**src/rtl/input_debounce_2ch_pkg.sv**
```systemverilog
// ---------------------------------------------------------------------------
// input_debounce_2ch_pkg
//   Shared definitions for the two-channel switch debouncer.
//   - db_state_e : per-channel debounce FSM state encoding
//   - NUM_CH     : number of independent channels in the top
// ---------------------------------------------------------------------------
package input_debounce_2ch_pkg;

    typedef enum logic [1:0] {
        ZERO  = 2'b00,   // settled low
        WAIT1 = 2'b01,   // low, candidate high being timed
        ONE   = 2'b10,   // settled high
        WAIT0 = 2'b11    // high, candidate low being timed
    } db_state_e;

    localparam int NUM_CH = 2;

endpackage

```
**src/rtl/input_debounce_2ch_chan.sv**
```systemverilog
// ---------------------------------------------------------------------------
// debounce_chan
//   One debounce lane: synchroniser chain, 4-state FSM and N-bit down-counter.
//   Ports:
//     clk      in  system clock (rising edge)
//     reset_n  in  asynchronous active-low reset
//     sw       in  raw asynchronous, bouncing input
//     db_level out debounced level (Moore, from state only)
//     db_tick  out one-cycle pulse in the cycle before db_level rises
// ---------------------------------------------------------------------------
module debounce_chan
    import input_debounce_2ch_pkg::*;
#(
    parameter int N           = 19,
    parameter int SYNC_STAGES = 2
) (
    input  logic clk,
    input  logic reset_n,
    input  logic sw,
    output logic db_level,
    output logic db_tick
);

    logic [SYNC_STAGES-1:0] sync_pipe;
    logic                   s;
    db_state_e              state_q, state_d;
    logic [N-1:0]           cnt_q;
    logic                   cnt_load, cnt_dec;

    // Synchroniser: sw enters at bit 0, s is taken from the last stage.
    always_ff @(posedge clk or negedge reset_n) begin
        if (!reset_n) sync_pipe <= '0;
        else          sync_pipe <= {sync_pipe[SYNC_STAGES-2:0], sw};
    end

    assign s = sync_pipe[SYNC_STAGES-1];

    always_ff @(posedge clk or negedge reset_n) begin
        if (!reset_n) state_q <= ZERO;
        else          state_q <= state_d;
    end

    // Reloaded on every WAIT entry and only decremented while non-zero,
    // so it can never wrap.
    always_ff @(posedge clk or negedge reset_n) begin
        if (!reset_n)     cnt_q <= '0;
        else if (cnt_load) cnt_q <= '1;
        else if (cnt_dec)  cnt_q <= cnt_q - 1'b1;
    end

    always_comb begin
        state_d  = state_q;
        cnt_load = 1'b0;
        cnt_dec  = 1'b0;
        db_tick  = 1'b0;
        case (state_q)
            ZERO: begin
                if (s) begin
                    state_d  = WAIT1;
                    cnt_load = 1'b1;
                end
            end
            WAIT1: begin
                if (!s)                state_d = ZERO;
                else if (cnt_q != '0)  cnt_dec = 1'b1;
                else begin
                    // Window expired with s still high: rise next edge.
                    state_d = ONE;
                    db_tick = 1'b1;
                end
            end
            ONE: begin
                if (!s) begin
                    state_d  = WAIT0;
                    cnt_load = 1'b1;
                end
            end
            WAIT0: begin
                if (s)                 state_d = ONE;
                else if (cnt_q != '0)  cnt_dec = 1'b1;
                else                   state_d = ZERO;
            end
            default: state_d = ZERO;
        endcase
    end

    // Level is high in ONE and WAIT0 (the high-side states).
    assign db_level = (state_q == ONE) || (state_q == WAIT0);

endmodule

```
**src/rtl/input_debounce_2ch.sv**
```systemverilog
// ---------------------------------------------------------------------------
// input_debounce_2ch
//   Two independent debounce lanes for raw switch inputs A and B.
//   Ports:
//     clk      in  system clock (rising edge)
//     reset_n  in  asynchronous active-low reset
//     sw_a     in  raw input A
//     sw_b     in  raw input B
//     a, b     out debounced levels
//     a_tick   out one-cycle pulse on debounced 0->1 of A
//     b_tick   out one-cycle pulse on debounced 0->1 of B
// ---------------------------------------------------------------------------
module input_debounce_2ch
    import input_debounce_2ch_pkg::*;
#(
    parameter int N           = 19,
    parameter int SYNC_STAGES = 2
) (
    input  logic clk,
    input  logic reset_n,
    input  logic sw_a,
    input  logic sw_b,
    output logic a,
    output logic b,
    output logic a_tick,
    output logic b_tick
);

    // Lane 0 = A, lane 1 = B.
    logic [NUM_CH-1:0] sw_v, lvl_v, tick_v;

    assign sw_v = {sw_b, sw_a};

    debounce_chan #(
        .N           (N),
        .SYNC_STAGES (SYNC_STAGES)
    ) u_chan [NUM_CH-1:0] (
        .clk      (clk),
        .reset_n  (reset_n),
        .sw       (sw_v),
        .db_level (lvl_v),
        .db_tick  (tick_v)
    );

    assign a      = lvl_v[0];
    assign b      = lvl_v[1];
    assign a_tick = tick_v[0];
    assign b_tick = tick_v[1];

endmodule

```
**config.mk**
```make
export PLATFORM = sky130hd
export DESIGN_NAME = input_debounce_2ch
export DESIGN_NICKNAME = d
export VERILOG_FILES = /design/src/rtl/input_debounce_2ch_pkg.sv /design/src/rtl/input_debounce_2ch_chan.sv /design/src/rtl/input_debounce_2ch.sv
export SDC_FILE = /design/constraint.sdc
export NUM_CORES = 1
export LEC_CHECK = 0
export BUFFER_PORTS_ARGS = -buffer_cell sky130_fd_sc_hd__buf_2
export CAP_MARGIN = 20
export CORE_MARGIN = 2
export CORE_UTILIZATION = 30
export DETAILED_ROUTE_END_ITERATION = 10
export SETUP_SLACK_MARGIN = 0.05
export SLEW_MARGIN = 10
export SYNTH_ARGS = -nofsm -noshare
export SYNTH_HDL_FRONTEND = slang
export SYNTH_SLANG_ARGS = --single-unit
```
**constraint.sdc**
```tcl
create_clock -name clk -period 2 [get_ports clk]
set_input_delay 0.2 -clock clk [delete_from_list [all_inputs] [get_ports clk]]
set_output_delay 0.2 -clock clk [all_outputs]
set_load 0.01 [all_outputs]
```
==> summary.txt, run 1 <==
Worst setup path
  – Crit path capture type: output port
  – CP Max Fanout: 2
  – Startpoint types: flip-flop
  – Worst EP arrival: 1.85 ns
  – Critical path type: flip-flop to output port
  – Worst R2R End: u_chan[0].cnt_q[16]
  – CP Data Required Time: 1.80 ns
  – Worst reg-to-reg setup slack: 0.08 ns
  – FF-to-FF Start: u_chan[0].cnt_q[1]
  – FF-to-FF path depth: 8

Logic synthesis
  – Post-synth EDFFs: 0
  – Syn nets: 271
  – Yosys reg bits: 46
  – Syn_area_per_cell: 10.1 µm²
  – Synth cell types: 53
  – Synth Cell Area: 0.00268 mm²
  – Area contributors post-synth: dfrtp_1, mux2i_1, nor2_1
  – Sequential share of the synthesized area: 0.429
  – Synth Flop Type: dfrtp_1
  – Largest area contributor in the netlist: dfrtp_1
  – YS warnings: 0
  – Top-area cell type share of the netlist area: 0.429
  – Post-Synthesis Cells: 265
  – Async set-or-reset flop fraction in the synthesized netlist: 1.00

Power and ir drop
  – Leak: 1.23 nW
  – PwrDens: 583 mW/mm²
  – Overall power: 0.00202 W
  – VDD IR max: 516 µV

Timing
  – Slew HR: 0.629
  – Slew Viols, Final: 0
  – Period utilization: 1.02
  – Final Worst Setup Slack: -0.0499 ns
  – RSZ-0062 raised after global routing: yes
  – Endpoints failing setup: 1
  – Post-route minimum period: 2.05 ns
  – Setup Skew: 0.0152 ns
  – Worst-Margin Slew: 0.556 ns
  – Final hold vios: 0
  – Fmax achieved: 488 MHz
  – Hold_ws: 0.355 ns

Finish
  – Final non-filler cell total: 422
  – Area grow syn2layout: 29.2%
  – Most frequent cells in the layout: dfrtp_1, buf_4, nor2_1
  – Fin nets: 319
  – Commonest non-fill, non-tap cell in the layout: dfrtp_1
  – Share of post-route cells with drive strength above 1: 0.331
  – Post-route cell area: 0.00347 mm²
  – # diodes: 0
  – Fillers: 855

Routing
  – DRC viols: 0
  – Remaining antenna violation count: 0
  – Vias per cell: 5.38
  – DR WL/cell: 14.4 µm
  – Initial DRC count: 118
  – Drt total wl: 6090 µm
  – DR vias: 2,271
  – Drt pass-1 iters: 4

Place
  – Post-DP HPWL: 4100 µm
  – Placement Cell Area: 0.00301 mm²
  – DP Cell Count: 393
  – GPL Wtd Cong: 0.803
  – Pre-CTS setup slack: 0.0556 ns
  – Port bufs: 7

Floorplan
  – Die area: 0.00972 mm²
  – IO Count: 8
  – Core Area: 0.00868 mm²
  – Die height: 98.6 µm
  – Die Span X: 98.6 µm
  – Num rows: 34
  – Initial core utilization: 0.309

Run
  – Max-cap violations: 0

Worst hold path
  – Hold path depth: 0
  – Path type of the worst min-delay path: flip-flop to flip-flop
  – Worst Hold Launch: u_chan[1].sync_pipe[0]
  – Hold endpoint: u_chan[1].sync_pipe[1]

Global route
  – Vias in the first global route: 2,158
  – First-pass GRT wire length: 10,200 µm
  – Overflow after GRT: 0
  – GRT Util Overall: 0.127
  – Largest net degree at the start of global routing: 25
  – Initial antenna violation count: 0

Clock tree
  – H-tree levels: 2
  – Count of clock tree sinks: 46
  – Worst-path clk slew: 0.08 ns
  – CTS max path bufs: 2
  – Total CTS buffers: 5
  – CTS tree: yes
  – Clock root buffer: clkbuf_8
  – Clock Latency Late Sink: 0.31 ns

Run status
  – Violated checks: negative setup slack
  – Status: finished with violations
[cells by family after synthesis]
family,share of synthesized area
muxes,0.0830
AOI/OAI and AO/OA,0.133
buffers and inverters,0.0326
DFF,0.429
xor gates and xnor gates,0.0196
adders and majority gates,0.00932
and+or+nand+nor,0.293
[timing repair]
| action | 4_1_cts | 5_1_grt |
|---|---|---|
| pin swaps | 7 | 7 |
| setup endpoints to repair | 3 | 22 |
| hold endpoints to repair | 25 | 0 |
| hold buffers | 3 | 0 |
| resized for setup | 19 | 20 |
| buffers inserted | 11 | 7 |
[worst max-delay path, stage by stage, from the launching register on]
cell	delay [ns]
dfrtp_1	0.39
inv_2	0.08
ha_4	0.13
nor4b_4	0.21
and4_1	0.27
nand3_2	0.12
nor3b_2	0.20
buf_2	0.15
[cells in the mapped netlist, types with 3 or more instances]
cell type,instances
nor4b_1,4
and2_1,9
buf_4,3
mux2i_1,20
nand4_1,9
o21ai_0,4
a211o_1,3
inv_1,4
dfrtp_1,46
nor3b_1,5
and2_0,3
or3_1,7
nand2_1,8
o211ai_1,4
nor3_1,6
nand2b_1,3
clkbuf_1,8
or4_1,10
a211oi_1,6
nor2_1,28
buf_2,4
o31ai_1,10
nor3_2,3
a21oi_1,5
o2111ai_1,4
nand3_1,15
[power by group]
| group | total [W] | internal, W | switching, W |
|---|---|---|---|
| Clock | 0.000698 | 0.000373 | 0.000324 |
| Sequential | 0.00101 | 0.000966 | 0.0000454 |
| Combinational | 0.000312 | 0.000154 | 0.000158 |
[flip-flops by register name, indices dropped and copies added, names as in the netlist, named ones only]
register	cells
u_chan.cnt_q	38
u_chan.state_q	2
u_chan.sync_pipe	4
[through the flow]
stage | TNS [ns] | utilization
4_1_cts | 0 | 0.384
3_5_place_dp | 0 | 0.347
3_3_place_gp | 0 | 0.347
5_1_grt | -0.238 | 0.400
6_report | -0.0499 | 0.400
2_1_floorplan | 0 | -
[how the worst max path moves through the flow]
stage | start | end | slack, ns | cells after the start
floorplan | u_chan[0].cnt_q[1] | a_tick | 0.05 | 7
global placement | u_chan[1].cnt_q[1] | b_tick | 0.06 | 7
detailed placement | u_chan[0].cnt_q[1] | u_chan[0].cnt_q[3] | 0.06 | 7
CTS | u_chan[0].cnt_q[1] | a_tick | 0.003 | 7
global route | u_chan[0].cnt_q[0] | a_tick | -0.15 | 7
finish | u_chan[0].cnt_q[1] | a_tick | -0.05 | 7
[per-layer routing]
| metal | vias to the layer above | track usage | wire length [µm] |
|---|---|---|---|
| met2 | 27 | 0.207 | 2870 |
| met1 | 1137 | 0.177 | 3000 |
| met4 | 0 | 0.0358 | 82 |
| li1 | 1100 | - | - |
| met5 | - | 0 | 0 |
| met3 | 7 | 0.0170 | 132 |
[layout make-up]
type	count	area, µm²	area share
clock buffer	6	72.6	0.0209
multi-input combinational	200	1620	0.468
timing repair buffer	56	430	0.124
clock inverter	2	37.5	0.0108
sequential	46	1150	0.332
inverter	4	15.0	0.00433
tap	108	135	0.0390
Power figures use the tool's default switching activity.
==> inputs of run 2 (changes only) <==
ABC_AREA = 1   (was not set)
==> summary.txt, run 2 <==
Routing
  – Drt total wl: 6400 µm
  – Vias per cell: 4.58
  – DR vias: 2,649
  – DR WL/cell: 11.1 µm
  – Remaining antenna violation count: 0
  – DRC viols: 0
  – Initial DRC count: 141
  – Drt pass-1 iters: 4

Run status
  – Status: complete, no violations

Clock tree
  – Clock root buffer: clkbuf_8
  – Worst-path clk slew: 0.09 ns
  – Count of clock tree sinks: 46
  – CTS max path bufs: 2
  – CTS tree: yes
  – Total CTS buffers: 5
  – H-tree levels: 2
  – Clock Latency Late Sink: 0.31 ns

Timing
  – Final Worst Setup Slack: 0.0979 ns
  – Post-route setup TNS: 0 ns
  – Worst-Margin Slew: 0.715 ns
  – Fmax achieved: 526 MHz
  – Slew Viols, Final: 0
  – Setup Skew: 0.00911 ns
  – Post-route minimum period: 1.90 ns
  – Final hold vios: 0
  – Period utilization: 0.951
  – RSZ-0062 raised after global routing: yes
  – Endpoints failing setup: 0
  – Slew HR: 0.522

Place
  – DP Cell Count: 551
  – Port bufs: 7
  – GPL Wtd Cong: 0.807
  – Pre-CTS setup slack: 0.143 ns
  – Post-DP HPWL: 4420 µm

Finish
  – Commonest non-fill, non-tap cell in the layout: nand2_1
  – Fin nets: 450
  – Most frequent cells in the layout: nand2_1, nand3_1, inv_1, dfrtp_1, nor2_1
  – Area grow syn2layout: 16.8%
  – # diodes: 0
  – Largest regs: u_chan.cnt_q: 38 flops, u_chan.sync_pipe: 4 flops, u_chan.state_q: 2 flops
  – Share of post-route cells with drive strength above 1: 0.220
  – Final non-filler cell total: 578
  – Max reg flops: 38
  – Biggest register: u_chan.cnt_q

Worst hold path
  – Path type of the worst min-delay path: flip-flop to flip-flop
  – Hold path depth: 0

Logic synthesis
  – Async set-or-reset flop fraction in the synthesized netlist: 1.00
  – Synth cell types: 27
  – Yosys reg bits: 46
  – Sequential share of the synthesized area: 0.377
  – Area contributors post-synth: dfrtp_1, nand2_1, nand3_1
  – Post-synth EDFFs: 0
  – YS warnings: 0
  – Syn_area_per_cell: 7.32 µm²
  – Synth Cell Area: 0.00305 mm²
  – Post-synth top cells: nand2_1, nand3_1, inv_1, dfrtp_1, nor2_1
  – Post-Synthesis Cells: 417
  – Largest area contributor in the netlist: dfrtp_1
  – Top-area cell type share of the netlist area: 0.377
  – Top-count cell post-synth: nand2_1
  – Synth Flop Type: dfrtp_1
  – Syn nets: 423

Floorplan
  – Initial core utilization: 0.311
  – Core Area: 0.00982 mm²
  – Num rows: 36
  – Die Span X: 105 µm
  – Die area: 0.0110 mm²
  – Die height: 105 µm
  – IO Count: 8

Global route
  – GRT Util Overall: 0.118
  – First-pass GRT wire length: 10,700 µm
  – Overflow after GRT: 0
  – Initial antenna violation count: 0
  – Largest net degree at the start of global routing: 34
  – Vias in the first global route: 2,315

Power and ir drop
  – Leak: 1.71 nW
  – VDD IR max: 739 µV
  – PwrDens: 1270 mW/mm²

Worst setup path
  – Startpoint types: flip-flop
  – FF-to-FF path depth: 16
  – CP Capture Point: u_chan[1].cnt_q[14]
  – Critical path type: flip-flop to flip-flop
  – Crit path capture type: flip-flop
  – Worst R2R End: u_chan[1].cnt_q[14]
  – Worst EP arrival: 2.10 ns
  – Worst reg-to-reg setup slack: 0.1 ns
  – Launch point of the worst path: u_chan[1].cnt_q[1]
  – FF-to-FF Start: u_chan[1].cnt_q[1]
  – CP Max Fanout: 2
  – CP Data Required Time: 2.20 ns

Run
  – Max-cap violations: 0
run 2: cell count changes after synthesis, moves of 9 or more:
cell     previous run  this run
nand2_1             8       123
nand3_1            15        65
inv_1               4        50
o21ai_2             0        25
mux2i_1            20         0
nor2_1             28        41
o31ai_1            10         0
or4_1              10         0
and2_1              9         0
run 2: worst min path at each step:
stage | startpoint | to
6_report | u_chan[0].sync_pipe[0] | u_chan[0].sync_pipe[1]
5_1_grt | u_chan[0].sync_pipe[0] | u_chan[0].sync_pipe[1]
4_1_cts | u_chan[0].sync_pipe[0] | u_chan[0].sync_pipe[1]
3_5_place_dp | reset_n | u_chan[0].state_q[0]
3_3_place_gp | reset_n | async pin
2_1_floorplan | reset_n | async pin
run 2: logic make-up (layout without fill, tap and decap cells):
| group | after synthesis | count (layout) | share of synthesized area |
|---|---|---|---|
| and+or+nand+nor | 264 | 264 | 0.408 |
| AOI/OAI and AO/OA | 37 | 37 | 0.0951 |
| xor gates and xnor gates | 4 | 4 | 0.0139 |
| DFF | 46 | 46 | 0.377 |
| buffers and inverters | 64 | 92 | 0.0972 |
| adders and majority gates | 2 | 2 | 0.00820 |
run 2: per-stage QoR:
stage	hold WS [ns]	power (W)	util	cell area (µm²)
floorplan	-0.0956	0.00332	-	3050
detailed placement	0.193	0.00365	0.327	3210
finish	0.363	0.00453	0.363	3560
CTS	0.366	0.00448	0.354	3480
global placement	0.186	0.00359	0.327	3210
global route	0.373	0.00493	0.363	3560
run 2: area by class of cell:
type                            instances  area, µm²
Clock buffer                            7       76.3
Clock inverter                          1       30.0
Fill cell                            1052       6250
Inverter                               52        195
Multi-Input combinational cell        307       1680
Sequential cell                        46       1150
Tap cell                              133        166
Timing Repair Buffer                   32        262
run 2: metal layers:
metal	wire length, µm	up-vias	GRT usage
met4	159	0	0.0676
met3	152	11	0.0181
met5	0	-	0
li1	-	1381	-
met1	3270	1216	0.165
met2	2820	41	0.173
run 2: what timing repair did:
action / in CTS / in global routing
pin swaps: 5 / 3
setup buffers: 13 / 3
gates resized for setup: 9 / 15
setup endpoints to repair: 1 / 22
hold buffers: 3 / 0
hold endpoints to repair: 21 / 0
run 2: worst max-delay path, cell delays in order (launching register included):
cell     delay [ns]
dfrtp_1        0.40
inv_2          0.09
ha_4           0.15
nand3_4        0.08
nor2_4         0.10
inv_2          0.06
nor2_4         0.13
buf_6          0.11
buf_4          0.09
buf_4          0.09
buf_6          0.08
buf_6          0.08
buf_6          0.08
buf_6          0.08
nand3_1        0.05
nand2_1        0.06
nand3_1        0.05
run 2: power by group:
part | internal [W] | total (W) | leakage [nW] | switching, W
Sequential | 0.00129 | 0.00174 | 0.528 | 0.000442
Combinational | 0.000803 | 0.00209 | 1.13 | 0.00129
Clock | 0.000375 | 0.000709 | 0.0524 | 0.000334
